===== src/rtl/mult8_seq4_ctrl_pkg.sv =====
// Shared constants for the sequential 8x8 multiplier: FSM encoding, step count,
// and the per-step nibble-select and shift tables.
package mult8_seq_pkg;

  typedef logic [1:0] state_t;

  localparam state_t IDLE = 2'd0;
  localparam state_t CALC = 2'd1;
  localparam state_t DONE = 2'd2;

  localparam int STEPS = 4;

  // Partial-product weight for each step: lo*lo, lo*hi, hi*lo, hi*hi.
  function automatic logic [3:0] step_shift(input logic [1:0] step);
    logic [3:0] sh;
    case (step)
      2'd0:    sh = 4'd0;
      2'd1:    sh = 4'd4;
      2'd2:    sh = 4'd4;
      default: sh = 4'd8;
    endcase
    return sh;
  endfunction

  // Returns {a_hi_sel, b_hi_sel} for each step.
  function automatic logic [1:0] step_nib_sel(input logic [1:0] step);
    logic [1:0] sel;
    case (step)
      2'd0:    sel = 2'b00;
      2'd1:    sel = 2'b01;
      2'd2:    sel = 2'b10;
      default: sel = 2'b11;
    endcase
    return sel;
  endfunction

endpackage


===== src/rtl/mult8_seq4_ctrl_mult4.sv =====
// Combinational 4x4 unsigned multiplier; same interface as the mult4 used by
// the parallel 8x8 designs so a generated netlist can replace it directly.
module mult4_unit (
  input  logic [3:0] a,
  input  logic [3:0] b,
  output logic [7:0] p
);

  assign p = {4'd0, a} * {4'd0, b};

endmodule


===== src/rtl/mult8_seq4_ctrl.sv =====
// 8x8 unsigned multiplier built from one shared 4x4 multiplier over four steps.
// Result in 5 cycles (MUL_REG=0) or 6 cycles (MUL_REG=1) after the operand handshake.
module mult8_seq4_ctrl
  import mult8_seq_pkg::*;
#(
  parameter int MUL_REG = 0
) (
  input  logic        clk,
  input  logic        rst,
  input  logic        in_valid,
  output logic        in_ready,
  input  logic [7:0]  A,
  input  logic [7:0]  B,
  output logic        out_valid,
  input  logic        out_ready,
  output logic [15:0] P,
  output logic        busy
);

  // With the product register, one extra drain step flushes the last partial product.
  localparam logic [2:0] LAST_STEP = (MUL_REG != 0) ? 3'd4 : 3'd3;

  state_t      state_q, state_d;
  logic [2:0]  step_q, step_d;
  logic [7:0]  a_q, a_d, b_q, b_d;
  logic [15:0] acc_q, acc_d, p_q, p_d;

  logic        hs, issue;
  logic [1:0]  sel;
  logic [3:0]  mul_a, mul_b;
  logic [7:0]  pp_raw, pp_use;
  logic [1:0]  pp_step;
  logic        pp_vld;
  logic [15:0] acc_sum;

  assign in_ready  = (state_q == IDLE) | ((state_q == DONE) & out_ready);
  assign hs        = in_valid & in_ready;
  assign out_valid = (state_q == DONE);
  assign busy      = (state_q != IDLE);
  assign P         = p_q;
  assign issue     = (state_q == CALC) && (step_q < 3'(STEPS));

  always_comb begin
    sel   = step_nib_sel(step_q[1:0]);
    mul_a = 4'd0;
    mul_b = 4'd0;
    if (issue) begin
      mul_a = sel[1] ? a_q[7:4] : a_q[3:0];
      mul_b = sel[0] ? b_q[7:4] : b_q[3:0];
    end
  end

  mult4_unit u_mult4 (
    .a (mul_a),
    .b (mul_b),
    .p (pp_raw)
  );

  generate
    if (MUL_REG != 0) begin : g_pp_reg
      logic [7:0] pp_q;
      logic [1:0] pp_step_q;
      logic       pp_vld_q;

      always_ff @(posedge clk or posedge rst) begin
        if (rst) begin
          pp_q      <= 8'd0;
          pp_step_q <= 2'd0;
          pp_vld_q  <= 1'b0;
        end else begin
          pp_q      <= pp_raw;
          pp_step_q <= step_q[1:0];
          pp_vld_q  <= issue;
        end
      end

      assign pp_use  = pp_q;
      assign pp_step = pp_step_q;
      assign pp_vld  = pp_vld_q;
    end else begin : g_pp_comb
      assign pp_use  = pp_raw;
      assign pp_step = step_q[1:0];
      assign pp_vld  = issue;
    end
  endgenerate

  assign acc_sum = pp_vld ? (acc_q + ({8'd0, pp_use} << step_shift(pp_step))) : acc_q;

  always_comb begin
    state_d = state_q;
    step_d  = step_q;
    a_d     = a_q;
    b_d     = b_q;
    acc_d   = acc_q;
    p_d     = p_q;
    case (state_q)
      CALC: begin
        acc_d = acc_sum;
        if (step_q == LAST_STEP) begin
          state_d = DONE;
          p_d     = acc_sum;
        end else begin
          step_d = step_q + 3'd1;
        end
      end
      DONE: begin
        if (out_ready) state_d = IDLE;
      end
      default: state_d = IDLE;
    endcase
    // A handshake in DONE restarts straight into CALC with no IDLE bubble.
    if (hs) begin
      state_d = CALC;
      step_d  = 3'd0;
      a_d     = A;
      b_d     = B;
      acc_d   = 16'd0;
    end
  end

  always_ff @(posedge clk or posedge rst) begin
    if (rst) begin
      state_q <= IDLE;
      step_q  <= 3'd0;
      a_q     <= 8'd0;
      b_q     <= 8'd0;
      acc_q   <= 16'd0;
      p_q     <= 16'd0;
    end else begin
      state_q <= state_d;
      step_q  <= step_d;
      a_q     <= a_d;
      b_q     <= b_d;
      acc_q   <= acc_d;
      p_q     <= p_d;
    end
  end

endmodule


===== config.mk =====
export PLATFORM = sky130hd
export DESIGN_NAME = mult8_seq4_ctrl
export DESIGN_NICKNAME = d
export VERILOG_FILES = /design/src/rtl/mult8_seq4_ctrl_pkg.sv /design/src/rtl/mult8_seq4_ctrl_mult4.sv /design/src/rtl/mult8_seq4_ctrl.sv
export SDC_FILE = /design/constraint.sdc
export NUM_CORES = 1
export LEC_CHECK = 0
export BUFFER_PORTS_ARGS = -buffer_cell sky130_fd_sc_hd__buf_2
export CORE_MARGIN = 3
export CORE_UTILIZATION = 59
export DETAILED_ROUTE_END_ITERATION = 7
export GPL_ROUTABILITY_DRIVEN = 0
export GPL_TIMING_DRIVEN = 0
export PLACE_DENSITY = 0.88
export SKIP_LAST_GASP = 1
export SYNTH_ARGS = -nofsm -noshare
export SYNTH_HDL_FRONTEND = slang
export SYNTH_SLANG_ARGS = --single-unit

===== constraint.sdc =====
create_clock -name clk -period 6.37 [get_ports clk]
set_clock_uncertainty 0.1 [all_clocks]
set_input_delay 1.5925 -clock clk [delete_from_list [all_inputs] [get_ports clk]]
set_output_delay 1.5925 -clock clk [all_outputs]
set_load 0.01 [all_outputs]

==> results.txt, run 1 <==
- The run finished with clean final reports.
* Pin slew with the least headroom to its limit: 621.5 ps
- The critical path is of the register to register type.
* Crit path max-delay cell type: sky130_fd_sc_hd__fa_1
* Final Instance Count excl. Fillers: about 500
- Final hold analysis gives a worst-case slack of between 400 and 500 ps.
- CP Data Required Time: 6520 ps
- Counting stages on the worst path, the most repeated cell is sky130_fd_sc_hd__inv_1.
- The critical path crosses 25 cells after its start point.
- Remaining max-slew budget at the tightest pin: between 50% and 60%
* Placed cell areas: between 0.003 and 0.004 mm^2
- Placeable Area: around 0.0057 mm^2
- For this run, the top clock speed supported by timing is ~0.17 GHz.
- Total Routed Length: roughly 8.3 mm
- The die covers between 0.007 and 0.008 mm^2.
- Entering global routing, the biggest net connects 40 pins.
- The completed layout was analyzed and its total power is between 1500 and 2000 uW.
- Post-route standard cell area excluding fillers: 0.004111 mm^2
- Aggregate global routing overflow: 0
- Worst hold path depth: 2
* Maximum capacitance violations: 0
- Initial core utilization: 63.23%
- The synthesized design spends more area on one cell type than any other, namely sky130_fd_sc_hd__dfrtp_1.
* Mapped Cells: just under 400
- The first global-routing pass estimated ~13 mm of wire.
- Max-slew violations: 0
- DR WL/cell: approximately 16 um
- Class of the tightest hold or removal check: register to register
* Yosys top cell area share: a little under two fifths
* Layout cells sized above 1: about 23%
- The pre-antenna-repair detailed-routing pass consisted of 4 iterations.
* Final setup violation count: 0
- The most used flip-flop cell after synthesis is sky130_fd_sc_hd__dfrtp_1.
- Summed over all cells, the static leakage comes to 0.002023 uW.
- Iter 0 DRT Violations: 211
- In the routed layout, each cell is associated on average with a via count of ~6.0.
- For the worst setup path, the data arrival time is between 6000 and 7000 ps.
* Power per cell area: around 480 mW/mm^2
* CTS buffer count: 5
- Number of warning messages in the yosys log: 0
- At the end of the flow, the number of nets in the layout was 494.
* Port-buffer cells: 38
- Syn_area_per_cell: 9.232 um^2
- Root Buffer: sky130_fd_sc_hd__clkbuf_8
- Diode insertion count for antenna repair: 0
* Via count of the first global-routing pass: around 3,000
- TritonCTS built the clock tree.
* Standard-cell row count: 27
- Worst vdd ir: about 0.31 mV
- Num Clock Sinks: 53
* Delay-heaviest family, CP: adder cells
- Period minus WS final: between 6000 and 7000 ps
* Number of buffer and inverter stages on the critical path: 4
- The count of final hold-check violations is 0.
* Post-synth design cell area: 0.003610 mm^2
- Part of the Yosys area used for sequential elements: between 30% and 40%
* Post-Synthesis Net Count: about 450
* GR Util All Layers: 23.41%
* Routed via count: 3,055
- Detail Placement HPWL: between 6 and 7 mm
- Fill cells in the final layout number approximately 420.
- In this run the number of H-tree levels came out at 2.
- Worst stage delay on the critical path: 560 ps
- Area growth from synthesis to layout: 13.90%
* Reg2Reg Depth: 25
- The number of antenna violations at the first check in global routing was 0.
- Counting flops and latches in the post-synthesis netlist gives 53.
* DRC errors left: 0
- In this run the remaining antenna-violating nets after routing total 0.
- Total of hold buffers inserted after clock tree synthesis: 0
- STA classifies the critical path startpoint as a register.
* Chip Width: about 84 um
- Yosys attributes the largest share of cell area to sky130_fd_sc_hd__dfrtp_1, sky130_fd_sc_hd__ha_1, sky130_fd_sc_hd__mux2_2, sky130_fd_sc_hd__nand2_1, sky130_fd_sc_hd__nor2_1.
- From bottom edge to top edge, the die measures 84.22 um.
- Of all nets on the critical path, the largest fanout is 4.
* Placed cells: roughly 500
* Sort of element at the end of the critical path: register
- Counting flops with an async set or reset pin after synthesis yields a share of between 90% and 100%.
* Count of flip-flops with a built-in enable after synthesis: 0
- 39 I/O pins were placed.
- Maximum buffer depth of the clock tree: 2
- Clock latency reported for the late side of the worst-skew pair: between 300 and 400 ps
- The final critical path takes up ~95% of the cycle.
- Clock-pin slew was measured on the worst setup and hold paths at approximately 110 ps.
- Unique cell type count in the Yosys netlist: 50
final cells by class:
class / count / area [um^2] / share of cell area, %
multi-input combinational: 307 / 2225 / 54.11
sequential: 53 / 1328 / 32.29
timing repair buffer: 40 / 217.7 / 5.295
tap: 72 / 90.09 / 2.191
buffer: 13 / 81.33 / 1.978
clock buffer: 5 / 68.82 / 1.674
inverter: 18 / 67.56 / 1.643
clock inverter: 3 / 33.78 / 0.8217
cells by family after synthesis:
logic type | Yosys count | synth area share, %
AO/OA/AOI/OAI | 79 | 14.07
XOR/XNOR | 16 | 3.882
adder cells (fa/ha/maj) | 36 | 13.52
buffers and inverters | 31 | 4.090
flip-flops | 53 | 36.74
multiplexers | 30 | 9.082
AND/OR/NAND/NOR | 146 | 18.61
power by group:
part           leakage (uW)  internal (uW)  switching (uW)  total [uW]
sequential         0.000663            488            97.1         585
combinational       0.00131            480             687        1170
clock             0.0000511           82.1             126         209
through the flow:
step	TNS, ps	util (%)	setup WS [ps]
floorplan	0	-	697.7
global placement	0	68.14	168.3
detailed placement	-11.73	68.49	-11.73
CTS	0	70.37	21.41
global route	-61.15	72.01	-35.83
finish	0	72.01	314.5
synthesized netlist by cell type (2+ instances only):
cell type / number
sky130_fd_sc_hd__or2_2: 5
sky130_fd_sc_hd__o21bai_1: 3
sky130_fd_sc_hd__a22o_1: 2
sky130_fd_sc_hd__o21a_1: 2
sky130_fd_sc_hd__dfrtp_1: 53
sky130_fd_sc_hd__o21ai_0: 15
sky130_fd_sc_hd__nand3b_1: 3
sky130_fd_sc_hd__nor2_1: 46
sky130_fd_sc_hd__mux2_2: 22
sky130_fd_sc_hd__ha_1: 31
sky130_fd_sc_hd__or4_1: 2
sky130_fd_sc_hd__nor2b_1: 6
sky130_fd_sc_hd__nand3_1: 8
sky130_fd_sc_hd__a31oi_1: 12
sky130_fd_sc_hd__a21o_1: 5
sky130_fd_sc_hd__fa_1: 5
sky130_fd_sc_hd__xor2_1: 5
sky130_fd_sc_hd__o22ai_1: 6
sky130_fd_sc_hd__inv_1: 18
sky130_fd_sc_hd__nand2_1: 54
sky130_fd_sc_hd__xnor2_1: 11
sky130_fd_sc_hd__buf_6: 4
sky130_fd_sc_hd__nand4_1: 2
sky130_fd_sc_hd__mux2i_1: 8
sky130_fd_sc_hd__a21oi_1: 18
sky130_fd_sc_hd__a21oi_2: 2
sky130_fd_sc_hd__or3_1: 2
sky130_fd_sc_hd__clkbuf_1: 8
sky130_fd_sc_hd__and2_1: 3
sky130_fd_sc_hd__nor3_1: 2
sky130_fd_sc_hd__a211oi_1: 5
sky130_fd_sc_hd__nand2b_1: 5
final timing paths:
kind | end | start | slack (ps)
min in group asynchronous | P[7] | rst | 1100
worst min-delay path | P[2] | P[2] | 410
worst max register to register | P[15] | step_q[1] | 310
worst max-delay path | P[15] | step_q[1] | 310
worst min register to register | P[2] | P[2] | 410
max in group asynchronous | step_q[0] | rst | 4560
flip-flops by register name, indices dropped and copies added (netlist names):
signal / flops
P: 16
a_q: 8
acc_q: 16
step_q: 3
b_q: 8
state_q: 2
cell usage in the layout (no fill, tap or decap), types with 2 or more instances in the layout:
cell                        n
sky130_fd_sc_hd__nor2_1    42
sky130_fd_sc_hd__o21a_1     2
sky130_fd_sc_hd__or3_1      2
sky130_fd_sc_hd__dfrtp_1   52
sky130_fd_sc_hd__or4_1      2
sky130_fd_sc_hd__or2_2      5
sky130_fd_sc_hd__nand2b_1   5
sky130_fd_sc_hd__a21o_1     5
sky130_fd_sc_hd__nand4_1    2
sky130_fd_sc_hd__nand2_1   54
sky130_fd_sc_hd__xnor2_1   10
sky130_fd_sc_hd__nor2_4     3
sky130_fd_sc_hd__nand3b_1   3
sky130_fd_sc_hd__a21oi_1   17
sky130_fd_sc_hd__o21ai_0   15
sky130_fd_sc_hd__a21oi_2    3
sky130_fd_sc_hd__buf_6      4
sky130_fd_sc_hd__mux2_2    22
sky130_fd_sc_hd__clkinv_4   2
sky130_fd_sc_hd__o22ai_1    6
sky130_fd_sc_hd__a211oi_1   4
sky130_fd_sc_hd__ha_1      29
sky130_fd_sc_hd__nor3_1     2
sky130_fd_sc_hd__clkbuf_8   5
sky130_fd_sc_hd__fa_1       5
sky130_fd_sc_hd__nor2b_1    6
sky130_fd_sc_hd__nand3_1    7
sky130_fd_sc_hd__a31oi_1   12
sky130_fd_sc_hd__o21bai_1   3
sky130_fd_sc_hd__clkbuf_1   7
sky130_fd_sc_hd__ha_4       2
sky130_fd_sc_hd__a22o_1     2
sky130_fd_sc_hd__xor2_1     5
sky130_fd_sc_hd__and2_1     3
sky130_fd_sc_hd__inv_1     17
sky130_fd_sc_hd__buf_2     39
sky130_fd_sc_hd__mux2i_1    8
worst reg2reg max path: cells and delay by family, from the launching register on:
kind                     cells  cell delay [ps]
adder cells (fa/ha/maj)      5             2010
AND/OR/NAND/NOR              6             1490
AO/OA/AOI/OAI                6             1000
flip-flops                   1              440
XOR/XNOR                     2              360
multiplexers                 2              350
buffers and inverters        4              260
layer usage:
metal	global-route usage (%)	share of wire [%]	vias to the layer above
li1	-	-	1472
met1	29.39	42	1430
met2	39.45	49	126
met3	4.907	6.2	27
met4	9.211	3.2	0
met5	0	0	-
repair_timing:
| action | in CTS | in global routing |
|---|---|---|
| setup buffers | 0 | 1 |
| endpoints found under the setup margin | 1 | 14 |
| pin swaps | 0 | 4 |
| endpoints found under the hold margin | 0 | 0 |
| gates resized for setup | 2 | 17 |
Note: power is estimated with default switching activity, not from simulation.
==> run 2, diff against run 1 <==
Settings changed: CORE_ASPECT_RATIO set to 1.1, CTS_BUF_LIST set to sky130_fd_sc_hd__clkbuf_16, SYNTH_HIERARCHICAL set to 1.
==> run 2 against run 1 <==
Against the previous run:
- non-clock buffer count decreased by 2
- sequential power about the same
- critical path depth decreased by 3
- largest cell class unchanged
- wire length decreased by 2.5%
- highest routed layer unchanged
==> results.txt, run 2 <==
* Run status: complete, no violations
- Clock tree from TritonCTS: done
* Xor/xnor cell area share of the yosys netlist: 4.647% (+0.76 points)
* Chip Width: 80.28 um (-4.7%)
* Multi-input combinational cell area: 0.002172 mm^2 (-2.4%)
- The wire length per cell came to 16.11 um (-0.72%).
* Sequential cell area in the final layout: 0.001326 mm^2 (about the same)
- Initial core utilization: 61.30% (-1.9 points)
- CP Data Required Time: 6450 ps (-70 ps)
- The cell leakage power is 0.001968 uW (-2.7%).
- The final total negative setup slack came to 0 ps (unchanged).
* Die area: 0.007041 mm^2 (-0.73%)
- Layout cells sized above 1: 19.53% (-3.0 points)
- The area of the core was 0.005842 mm^2 (+2.3%).
* Hold WS: 388.0 ps (-17.86 ps)
- Root Buffer: sky130_fd_sc_hd__clkbuf_16
* Maximum capacitance violations: 0 (unchanged)
* Worst hold path depth: 2 (unchanged)
- The average size of a mapped cell was 9.473 um^2 (+2.6%).
- Cells traversed along the worst timing path: and2b_2 -> nand2_1 -> clkbuf_1 -> clkbuf_2 -> a21oi_1 -> nand2_1 -> fa_1 -> inv_1 -> fa_1 -> ha_1 -> a211oi_1 -> nor4b_1 -> nand4b_1 -> mux2_2 -> nor2b_1 -> ha_1 -> nand2_1 -> a2111oi_4 -> o211ai_2 -> o21ai_2 -> mux2i_1 -> a221o_1
- Worst Hold Launch: P[4]
- Placed cell areas: 0.003887 mm^2 (-0.58%)
- Max-slew violations: 0 (unchanged)
- Final setup violation count: 0 (unchanged)
- The final core utilization was 69.27% (-2.7 points).
- Global-route wire length before repair: 13.68 mm (+1.6%)
- Worst R2R Setup Slack: 340 ps (+30 ps)
- Achievable clock frequency: 0.1659 GHz (+0.43%)
- The number of antenna violations at the first check in global routing came to 0 (unchanged).
- Combinational family with the most area after synthesis: compound AO/OA/AOI/OAI gates
* Yosys top cell area share: 37.04% (+0.30 points)
- RSZ-0062 raised after global routing: yes
- Post-route standard cell area excluding fillers: 0.004046 mm^2 (-1.6%)
* Crit path max-delay cell type: sky130_fd_sc_hd__fa_1
* Share of total power in sequential cells: 32.6% (+2.8 points)
- Post-Synth Adder-Cell Area: 14.33% (+0.81 points)
- Number of routed nets with antenna violations: 0 (unchanged)
- The number of synthesis warnings is 6 (+6).
- Total number of nets in the final design: 482 (-2.4%)
- Total Routed Length: 8.086 mm (-2.5%)
- The initial DRC count is 254 (+20%).
- Post-synth design cell area: 0.003581 mm^2 (-0.80%)
* Period minus WS final: 6029 ps (-26.09 ps)
- Number of H-tree branching levels: 2 (unchanged)
- Filler cell count in the final layout: 446 (+6.7%)
- The maximum number of pins on one net before global-route repair came to 38 (-5.0%).
* Fraction of registers with async set/reset: 100.0% (unchanged)
- The switching share of power was 43.88% (-2.6 points).
* I/O pin cnt: 39 (unchanged)
- Post-synthesis share of cell area spent on and, or, nand and nor gates: 16.00% (-2.6 points)
- The worst slack at placement came to 333.0 ps (+344.8 ps).
- Total of flip-flops plus latches after synthesis: 53 (unchanged)
- DRC errors left: 0 (unchanged)
- The internal power was 1007 uW (-4.1%).
- The share of power burned in combinational logic was 52.3% (-7.2 points).
- The detailed-router iteration count before antenna repair came to 5 (+1).
- The switching power of the nets came to 787.3 uW (-14%).
* Via count of the first global-routing pass: 3,041 (+2.1%)
- The clock edge transition at the registers on the reported setup and hold paths is 70 ps (-40 ps).
- The worst voltage drop across the vdd grid was 0.2683 mV (-14%).
- The signal arrival time at the worst endpoint is 6110 ps (-90 ps).
- For hold timing, the worst endpoint is P[4].
- The final worst-path setup slack was 340.5 ps (+26.09 ps).
- Routed via count: 2,965 (-2.9%)
* Detail Placement HPWL: 6.283 mm (+0.25%)
- Mux cell area share after synthesis: 6.778% (-2.3 points)
- The cell that appears most often on the critical path is sky130_fd_sc_hd__nand2_1.
- The number of enable-type register cells in the synthesized netlist is 0 (unchanged).
* Remaining max-slew budget at the tightest pin: 52.10% (-6.3 points)
- The worst setup path is captured at a register.
- Post-Synthesis Net Count: 436 (-2.5%)
- Pin slew with the least headroom to its limit: 715.9 ps (+94.32 ps)
* Worst setup SP type: register
* Highest-count cells in the layout ignoring fill and taps: sky130_fd_sc_hd__dfrtp_1, sky130_fd_sc_hd__nand2_1, sky130_fd_sc_hd__buf_2
- Kind of critical path: register to register
- Class of the tightest hold or removal check: register to register
* Mean number of vias per cell: 5.906 (-1.2%)
- For this run, the leading register cell type out of synthesis is sky130_fd_sc_hd__dfrtp_1.
* CTS buffer count: 5 (unchanged)
* Part of the Yosys area used for sequential elements: 37.04% (+0.30 points)
- The die span in y came to 87.71 um (+4.1%).
- The clock share of power came to 15.1% (+4.5 points).
- Most numerous cell types in the synthesized netlist: sky130_fd_sc_hd__dfrtp_1, sky130_fd_sc_hd__nand2_1, sky130_fd_sc_hd__ha_1, sky130_fd_sc_hd__o21ai_0, sky130_fd_sc_hd__nor2_1
- sky130_fd_sc_hd__dfrtp_1 takes more of the synthesized area than any other cell.
- Num Clock Sinks: 53 (unchanged)
- Dominant cells by area after synthesis: sky130_fd_sc_hd__dfrtp_1, sky130_fd_sc_hd__ha_1, sky130_fd_sc_hd__mux2_2, sky130_fd_sc_hd__nand2_1, sky130_fd_sc_hd__o21ai_0
* End of the worst register-to-register path: P[15]
* Delay-heaviest family, CP: adder cells
- Mapped Cells: 378 (-3.3%)
- GR Util All Layers: 25.07% (+1.7 points)
- The clock insertion delay at the later pin of the skew report came to 300 ps (-30 ps).
* Hold Violations, Final: 0 (unchanged)
- The number of core rows came to 29 (+7.4%).
- The complex-gate fraction of the synthesized area came to 18.59% (+4.5 points).
- Critical-path maximum fanout: 10 (+6)
* Unique cell type count in the Yosys netlist: 47 (-6.0%)
* Number of buffer and inverter stages on the critical path: 3 (-1)
- Total of hold buffers inserted after clock tree synthesis: 0 (unchanged)
- The total grt overflow is 0 (unchanged).
- Maximum buffer depth of the clock tree: 2 (unchanged)
- R2r startpoint: state_q[1]
- The worst reg-to-reg path cell count is 22 (-12%).
* Diode insertion count for antenna repair: 0 (unchanged)
- The largest incremental delay on the critical path was 530 ps (-30 ps).
- The total of buffers placed on input and output ports was 38 (unchanged).
- The part of the cycle the worst path needs is 94.65% (-0.41 points).
- The areal power density over the cells is 443.4 mW/mm^2 (-7.0%).
- Area growth from synthesis to layout: 13.00%
-- run 2: changes by cell type after synthesis, moves of 4 or more --
cell | before | now
sky130_fd_sc_hd__nor2_1 | 46 | 24
sky130_fd_sc_hd__and2_1 | 3 | 20
sky130_fd_sc_hd__o21ai_0 | 15 | 26
sky130_fd_sc_hd__nand3_1 | 8 | 0
sky130_fd_sc_hd__a22o_1 | 2 | 9
sky130_fd_sc_hd__inv_1 | 18 | 12
sky130_fd_sc_hd__a21oi_1 | 18 | 23
sky130_fd_sc_hd__buf_6 | 4 | 0
sky130_fd_sc_hd__mux2_2 | 22 | 18
sky130_fd_sc_hd__mux2i_1 | 8 | 4
sky130_fd_sc_hd__nand2b_1 | 5 | 1
-- run 2: worst max path at each step --
stage                     startpoint   endpoint  cells past startpoint  slack [ps]
after detailed placement  state_q[1]      P[15]                     22         330
after floorplan            step_q[0]      P[15]                     22        1160
after global routing      state_q[1]  acc_q[11]                     22         -10
final                     state_q[1]      P[15]                     22         340
after CTS                 state_q[1]      P[15]                     22         290
after global placement    state_q[1]      P[15]                     22         490
-- run 2: logic make-up after synthesis --
group | count (synthesis)
flip-flops | 53
multiplexers | 22
AO/OA/AOI/OAI | 102
buffers and inverters | 24
XOR/XNOR | 19
adder cells (fa/ha/maj) | 38
AND/OR/NAND/NOR | 120
-- run 2: metal layers --
metal | global-route usage (%) | wire (um) | part of all wire, % | up-vias
li1 | - | - | - | 1431
met1 | 27.62 | 3143 | 39 | 1399
met2 | 45.56 | 4167 | 52 | 111
met4 | 12.44 | 279 | 3.5 | 0
met5 | 0 | 0 | 0 | -
met3 | 5.144 | 496 | 6.1 | 24
-- run 2: repair_timing --
item | CTS | global route
endpoints found under the setup margin | 0 | 5
endpoints found under the hold margin | 0 | 0
gates resized for setup | 0 | 4
buffers inserted | 0 | 0
-- run 2: final cells by class --
cell class,count,area share [%]
buffer,12,1.237
clock buffer,5,3.092
clock inverter,3,0.5257
inverter,12,1.113
multi-input combinational,301,53.68
sequential,53,32.78
tap,77,2.381
timing repair buffer,39,5.195
-- run 2: power groups by stage --
stage | combinational, uW | clock (uW) | sequential [uW]
after global placement | 874 | 0 | 581
after global routing | 1050 | 288 | 603
after detailed placement | 912 | 0 | 592
after floorplan | 664 | 0 | 583
after CTS | 922 | 275 | 586
final | 938 | 270 | 586
-- run 2: per-stage QoR --
step / total power [uW] / std cells
6_report: 1794 / 502
3_5_place_dp: 1504 / 494
2_1_floorplan: 1247 / 378
3_3_place_gp: 1454 / 493
5_1_grt: 1937 / 502
4_1_cts: 1782 / 502
-- run 2: worst register-to-register path, stage by stage, from the launching register on --
cell	delay, ps
sky130_fd_sc_hd__dfrtp_1	410
sky130_fd_sc_hd__and2b_2	260
sky130_fd_sc_hd__nand2_1	90
sky130_fd_sc_hd__clkbuf_1	250
sky130_fd_sc_hd__clkbuf_2	300
sky130_fd_sc_hd__a21oi_1	340
sky130_fd_sc_hd__nand2_1	130
sky130_fd_sc_hd__fa_1	490
sky130_fd_sc_hd__inv_1	50
sky130_fd_sc_hd__fa_1	530
sky130_fd_sc_hd__ha_1	340
sky130_fd_sc_hd__a211oi_1	280
sky130_fd_sc_hd__nor4b_1	110
sky130_fd_sc_hd__nand4b_1	240
sky130_fd_sc_hd__mux2_2	310
sky130_fd_sc_hd__nor2b_1	150
sky130_fd_sc_hd__ha_1	390
sky130_fd_sc_hd__nand2_1	140
sky130_fd_sc_hd__a2111oi_4	280
sky130_fd_sc_hd__o211ai_2	170
sky130_fd_sc_hd__o21ai_2	210
sky130_fd_sc_hd__mux2i_1	100
sky130_fd_sc_hd__a221o_1	270
